[src/rtl/mod_sqr_iter.sv]
`default_nettype none
// ============================================================================
// Module   : mod_square / mod_sqr_iter
// Brief    : GF(2^257) squarer (f = x^257 + x^12 + 1) and iterated-squaring
//            engine computing din^(2^k) mod f behind valid/ready handshakes.
// Revision : 1.0 - initial release
// ============================================================================

module mod_square (
  input  logic [256:0] a,
  output logic [256:0] y
);

  localparam int c_m = 257;

  // a_i lands on x^(2i); high terms fold back through x^257 = x^12 + 1, and
  // terms above x^501 fold a second time into the low even bits.
  generate
    for (genvar b = 0; b < c_m; b++) begin : g_bit
      if (b % 2 == 0) begin : g_even
        if (b <= 10) begin : g_lo
          assign y[b] = a[b/2] ^ a[b/2 + 251];
        end else if (b <= 22) begin : g_mid
          assign y[b] = a[b/2] ^ a[b/2 + 245];
        end else begin : g_hi
          assign y[b] = a[b/2];
        end
      end else begin : g_odd
        if (b < 13) begin : g_lo
          assign y[b] = a[(b + 257)/2];
        end else begin : g_hi
          assign y[b] = a[(b + 257)/2] ^ a[(b + 245)/2];
        end
      end
    end
  endgenerate

endmodule

module mod_sqr_iter #(
  parameter int M            = 257,
  parameter int CNT_W        = 9,
  parameter int SQ_PER_CYCLE = 1
) (
  input  logic             clk,
  input  logic             rst_n,
  input  logic             in_valid,
  output logic             in_ready,
  input  logic [M-1:0]     din,
  input  logic [CNT_W-1:0] k,
  output logic             out_valid,
  input  logic             out_ready,
  output logic [M-1:0]     dout,
  output logic             busy
);

  typedef enum logic [1:0] {
    S_IDLE = 2'd0,
    S_RUN  = 2'd1,
    S_DONE = 2'd2
  } state_t;

  localparam logic [CNT_W-1:0] c_p_cnt = CNT_W'(SQ_PER_CYCLE);

  state_t           r_state;
  state_t           w_state_nxt;
  logic [M-1:0]     r_acc;
  logic [CNT_W-1:0] r_rem;
  logic [CNT_W-1:0] w_step;
  logic [CNT_W-1:0] w_rem_nxt;
  logic [M-1:0]     w_tap  [0:SQ_PER_CYCLE];
  logic [M-1:0]     w_pick [0:SQ_PER_CYCLE];

  assign w_tap[0]  = r_acc;
  assign w_pick[0] = '0;

  generate
    for (genvar i = 0; i < SQ_PER_CYCLE; i++) begin : g_sq
      mod_square u_sq (
        .a (w_tap[i]),
        .y (w_tap[i+1])
      );
    end
    // One-hot select of the tap after the w_step-th squarer
    for (genvar i = 1; i <= SQ_PER_CYCLE; i++) begin : g_sel
      assign w_pick[i] = w_pick[i-1] |
                         ((w_step == CNT_W'(i)) ? w_tap[i] : {M{1'b0}});
    end
  endgenerate

  assign w_step    = (r_rem < c_p_cnt) ? r_rem : c_p_cnt;
  assign w_rem_nxt = r_rem - w_step;

  always_comb begin
    w_state_nxt = r_state;
    case (r_state)
      S_IDLE: if (in_valid) w_state_nxt = (k == '0) ? S_DONE : S_RUN;
      S_RUN:  if (w_rem_nxt == '0) w_state_nxt = S_DONE;
      S_DONE: if (out_ready) w_state_nxt = S_IDLE;
      default: w_state_nxt = S_IDLE;
    endcase
  end

  always_ff @(posedge clk) begin
    if (!rst_n) r_state <= S_IDLE;
    else        r_state <= w_state_nxt;
  end

  always_ff @(posedge clk) begin
    if (!rst_n) begin
      r_acc <= '0;
      r_rem <= '0;
    end else if (r_state == S_IDLE && in_valid) begin
      r_acc <= din;
      r_rem <= k;
    end else if (r_state == S_RUN) begin
      r_acc <= w_pick[SQ_PER_CYCLE];
      r_rem <= w_rem_nxt;
    end
  end

  assign in_ready  = (r_state == S_IDLE) & rst_n;
  assign out_valid = (r_state == S_DONE);
  assign busy      = (r_state != S_IDLE);
  assign dout      = r_acc;

endmodule
`default_nettype wire

[config.mk]
export PLATFORM = sky130hd
export DESIGN_NAME = mod_sqr_iter
export DESIGN_NICKNAME = d
export VERILOG_FILES = /design/src/rtl/mod_sqr_iter.sv
export SDC_FILE = /design/constraint.sdc
export NUM_CORES = 1
export LEC_CHECK = 0
export ABC_AREA = 0
export CAP_MARGIN = 40
export CORE_MARGIN = 2
export CORE_UTILIZATION = 37
export DETAILED_ROUTE_END_ITERATION = 8
export PLACE_DENSITY = 0.76
export SLEW_MARGIN = 20
export SYNTH_ARGS = -nofsm -noshare
export SYNTH_HDL_FRONTEND = slang
export SYNTH_HIERARCHICAL = 1
export SYNTH_SLANG_ARGS = --single-unit
[constraint.sdc]
create_clock -name clk -period 4.71 [get_ports clk]
set_input_delay 1.1775 -clock clk [delete_from_list [all_inputs] [get_ports clk]]
set_output_delay 1.1775 -clock clk [all_outputs]
set_load 0.02 [all_outputs]
==> reports/metrics.csv <==
stage,metric,value,unit
run_status,status,completed,
routing,DRC violations left,0,
critical_path,"Largest stage delay, worst path",0.65,ns
cells_and_area,post-layout util,46.8,%
cts,setup bufs post-CTS,0,
placed_design,PortBufs,529,
synth,post-synthesis simple-gate area fraction,22.5,%
critical_path,crit-path most repeated cell,clkdlybuf4s50_1,
synth,most common cell in the netlist,nand2_1,
routing,via/cell ratio,5.48,
cts,clock tree buffer depth,3,
cells_and_area,layout cells sized above 1,3.40,%
cells_and_area,FILL cells,3953,
timing,Final setup viols,0,
timing,Pins Over Slew Limit,0,
die,Core Area,40900,um2
placed_design,placed insts,2597,
pwr,Worst IR Drop VDD,0.000599,V
die,DIE AREA,43200,um2
critical_path,R2R Path Start,r_rem[4]$_SDFFE_PN0P_,
timing,Achievable Freq,254,MHz
hold_path,worst hold start,dout[113]$_SDFFE_PN0P_,
cells_and_area,area grow syn2layout,24.6,%
placed_design,HPWL Detailed,44600,um
pwr,Static Leakage,7.06,nW
die,Initial Util,37.6,%
hold_path,Tightest Hold Check Type,reg2reg,
routing,Iter 0 DRT Violations,1899,
global_routing,largest net degree at the start of global routing,215,
timing,Period minus WS final,3.94,ns
critical_path,critical path class,in2out,
cts,clock sink total,268,
critical_path,"Critical Path, Cell by Cell",clkdlybuf4s50_1 -> inv_8 -> nor2_1 -> clkdlybuf4s50_1,
routing,WL final,61100,um
timing,Fin Setup TNS,0,ns
critical_path,Crit. End Element,primary output,
critical_path,Critical Path AT,2.76,ns
job,Max Cap Viol,0,
synth,Synth top cells by count,"nand2_1, buf_4, dfxtp_1",
routing,Post-DRT Antenna Nets,0,
synth,Syn Inst Count,2051,
critical_path,"Slowest-stage cell, CP",clkdlybuf4s50_1,
global_routing,gr ovfl total,0,
cts,"Hold-fix buffers, CTS",0,
synth,post-synthesis sequential area ratio,34.9,%
critical_path,worst path required time,3.53,ns
cts,htree depth,1,
cts,cts bufs inserted,31,
placed_design,Placer Congestion,0.922,
cells_and_area,sequential cell area,5370,um2
routing,DR pass1 iterations,7,
routing,DR vias,14500,
synth,Synth area leader,dfxtp_1,
cts,Clock transition at path regs,0.06,ns
placed_design,Placed Area,18100,um2
synth,Post-Synth XOR/XNOR Area,7.63,%
critical_path,CP Launch Type,primary input,
synth,syn_area_per_cell,7.50,um2
synth,cell area after synthesis,15400,um2
timing,clock skew,0.0231,ns
die,Die Ht,208,um
synth,Area contributors post-synth,"dfxtp_1, buf_4, nand2_1, a31oi_1, nand3_1",
timing,worst slew pin tran,1.36,ns
cts,clock latency at the later pin of the worst-skew pair,0.57,ns
cts,CTS tree,built,
die,floorplan row count,74,
cts,root buffer selected by CTS,clkbuf_16,
synth,fraction of registers with async set/reset,0,%
global_routing,first-pass GRT wire length,90200,um
timing,final setup margin,0.775,ns
synth,number of synthesized flops with an enable pin,0,
synth,Yosys warnings,6,
synth,Main synth FF type,dfxtp_1,
synth,mux cell area share after synthesis,0,%
global_routing,Total GRT Usage,26.9,%
timing,Final Hold Viols,0,
routing,per-cell routed wire length,23.0,um
synth,largest family of logic cells by synthesized area,buffers and inverters,
synth,Synth Area in Compound Gates,12.3,%
synth,"flops & latches, synth",268,
global_routing,initial antenna violation count,7,
timing,period utilization,83.6,%
cells_and_area,area of the multi-input gates,6560,um2
cells_and_area,NumNets Final,2371,
synth,Synth Area in Adders,0.0814,%
cts,Post-CTS Resized,0,
cells_and_area,post-route non-filler standard cell count,2653,
cells_and_area,final instance area,19200,um2
synth,Yosys top cell area share,34.9,%
timing,relative slew slack,9.38,%
critical_path,worst-path maximum fanout,54,
timing,RSZ-0062 raised after global routing,no,
pwr,Power per Cell Area,629,nW/um2
synth,Synth Net Count,2322,
critical_path,Critical Path Start,rst_n,
die,I/O pin cnt,530,
synth,Yosys cell types,45,
die,Die W,208,um
placed_design,pre-CTS setup slack,0.770,ns
global_routing,number of global-route vias before repair,14100,
[per-stage QoR]
stage / total power, mW / hold WS, ns
detailed placement: 9.64 / 0.478
finish: 12.1 / 0.486
global placement: 9.53 / 0.473
global route: 12.6 / 0.509
CTS: 12.1 / 0.482
floorplan: 8.04 / 0.482
[sequential cells by signal (all words and copies together) (netlist names)]
signal	cells
r_rem	9
r_state	2
dout	257
[cell type report]
cell class              instances  area share, %
flip-flops and latches        268           28.0
clock buffers                  46           4.76
clock inverters                 5          0.392
well taps                     532           3.47
inverters                       5          0.137
multi-input cells            1247           34.3
repair buffers                547           29.0
diodes                          3         0.0392
[critical path, delay by kind of cell]
family / cells / cell delay, ns
buffers and inverters: 3 / 1.44
AND/OR/NAND/NOR: 1 / 0.14
[cell usage in the layout, fill, tap and decap left out, types with 2 or more instances in the layout]
master           Yosys  routed
clkbuf_1           121       7
inv_1                4       4
bufinv_16            0       2
a31oi_1            260     259
buf_12               0       8
diode_2              0       3
nand2_1            519     519
a32oi_1              2       2
or4_1                3       3
dfxtp_1            268     268
clkdlybuf4s50_1      0     529
clkbuf_8             0       8
xor2_1             134     134
clkinv_2             0       3
clkbuf_16            0      31
buf_4              380       8
nor3_1               2       2
a22oi_1              4       4
nor2_1              12      12
o21ai_0              8       8
nand3_1            260     260
nor4_1               5       5
a21oi_1             13      13
[routing by layer]
metal	vias up	GRT usage, %	part of all wire, %
li1	6647	-	-
met1	6900	34.3	40
met2	847	44.1	47
met3	147	5.93	8.6
met4	8	10.2	4.4
met5	-	0	0.087
[kinds of logic after synthesis]
logic type               count (synthesis)
adder cells (fa/ha/maj)                  1
AO/OA/AOI/OAI                          299
buffers and inverters                  536
AND/OR/NAND/NOR                        813
flip-flops                             268
XOR/XNOR                               134
[worst paths after layout]
check	endpoint	slack (ns)	cells after the start
worst max-delay path	in_ready	0.77	4
worst min-delay path	dout[226]$_SDFFE_PN0P_	0.49	2
worst max register to register	r_state[1]$_SDFFE_PN0P_	1.82	8
worst min register to register	dout[226]$_SDFFE_PN0P_	0.49	2
[where the power goes]
group	total (mW)	internal (mW)	switching (mW)	leakage, nW
clock network	2.41	1.43	0.983	0.488
logic	5.68	2.22	3.46	4.37
registers	3.97	2.91	1.06	2.20
Power figures use the tool's default switching activity.
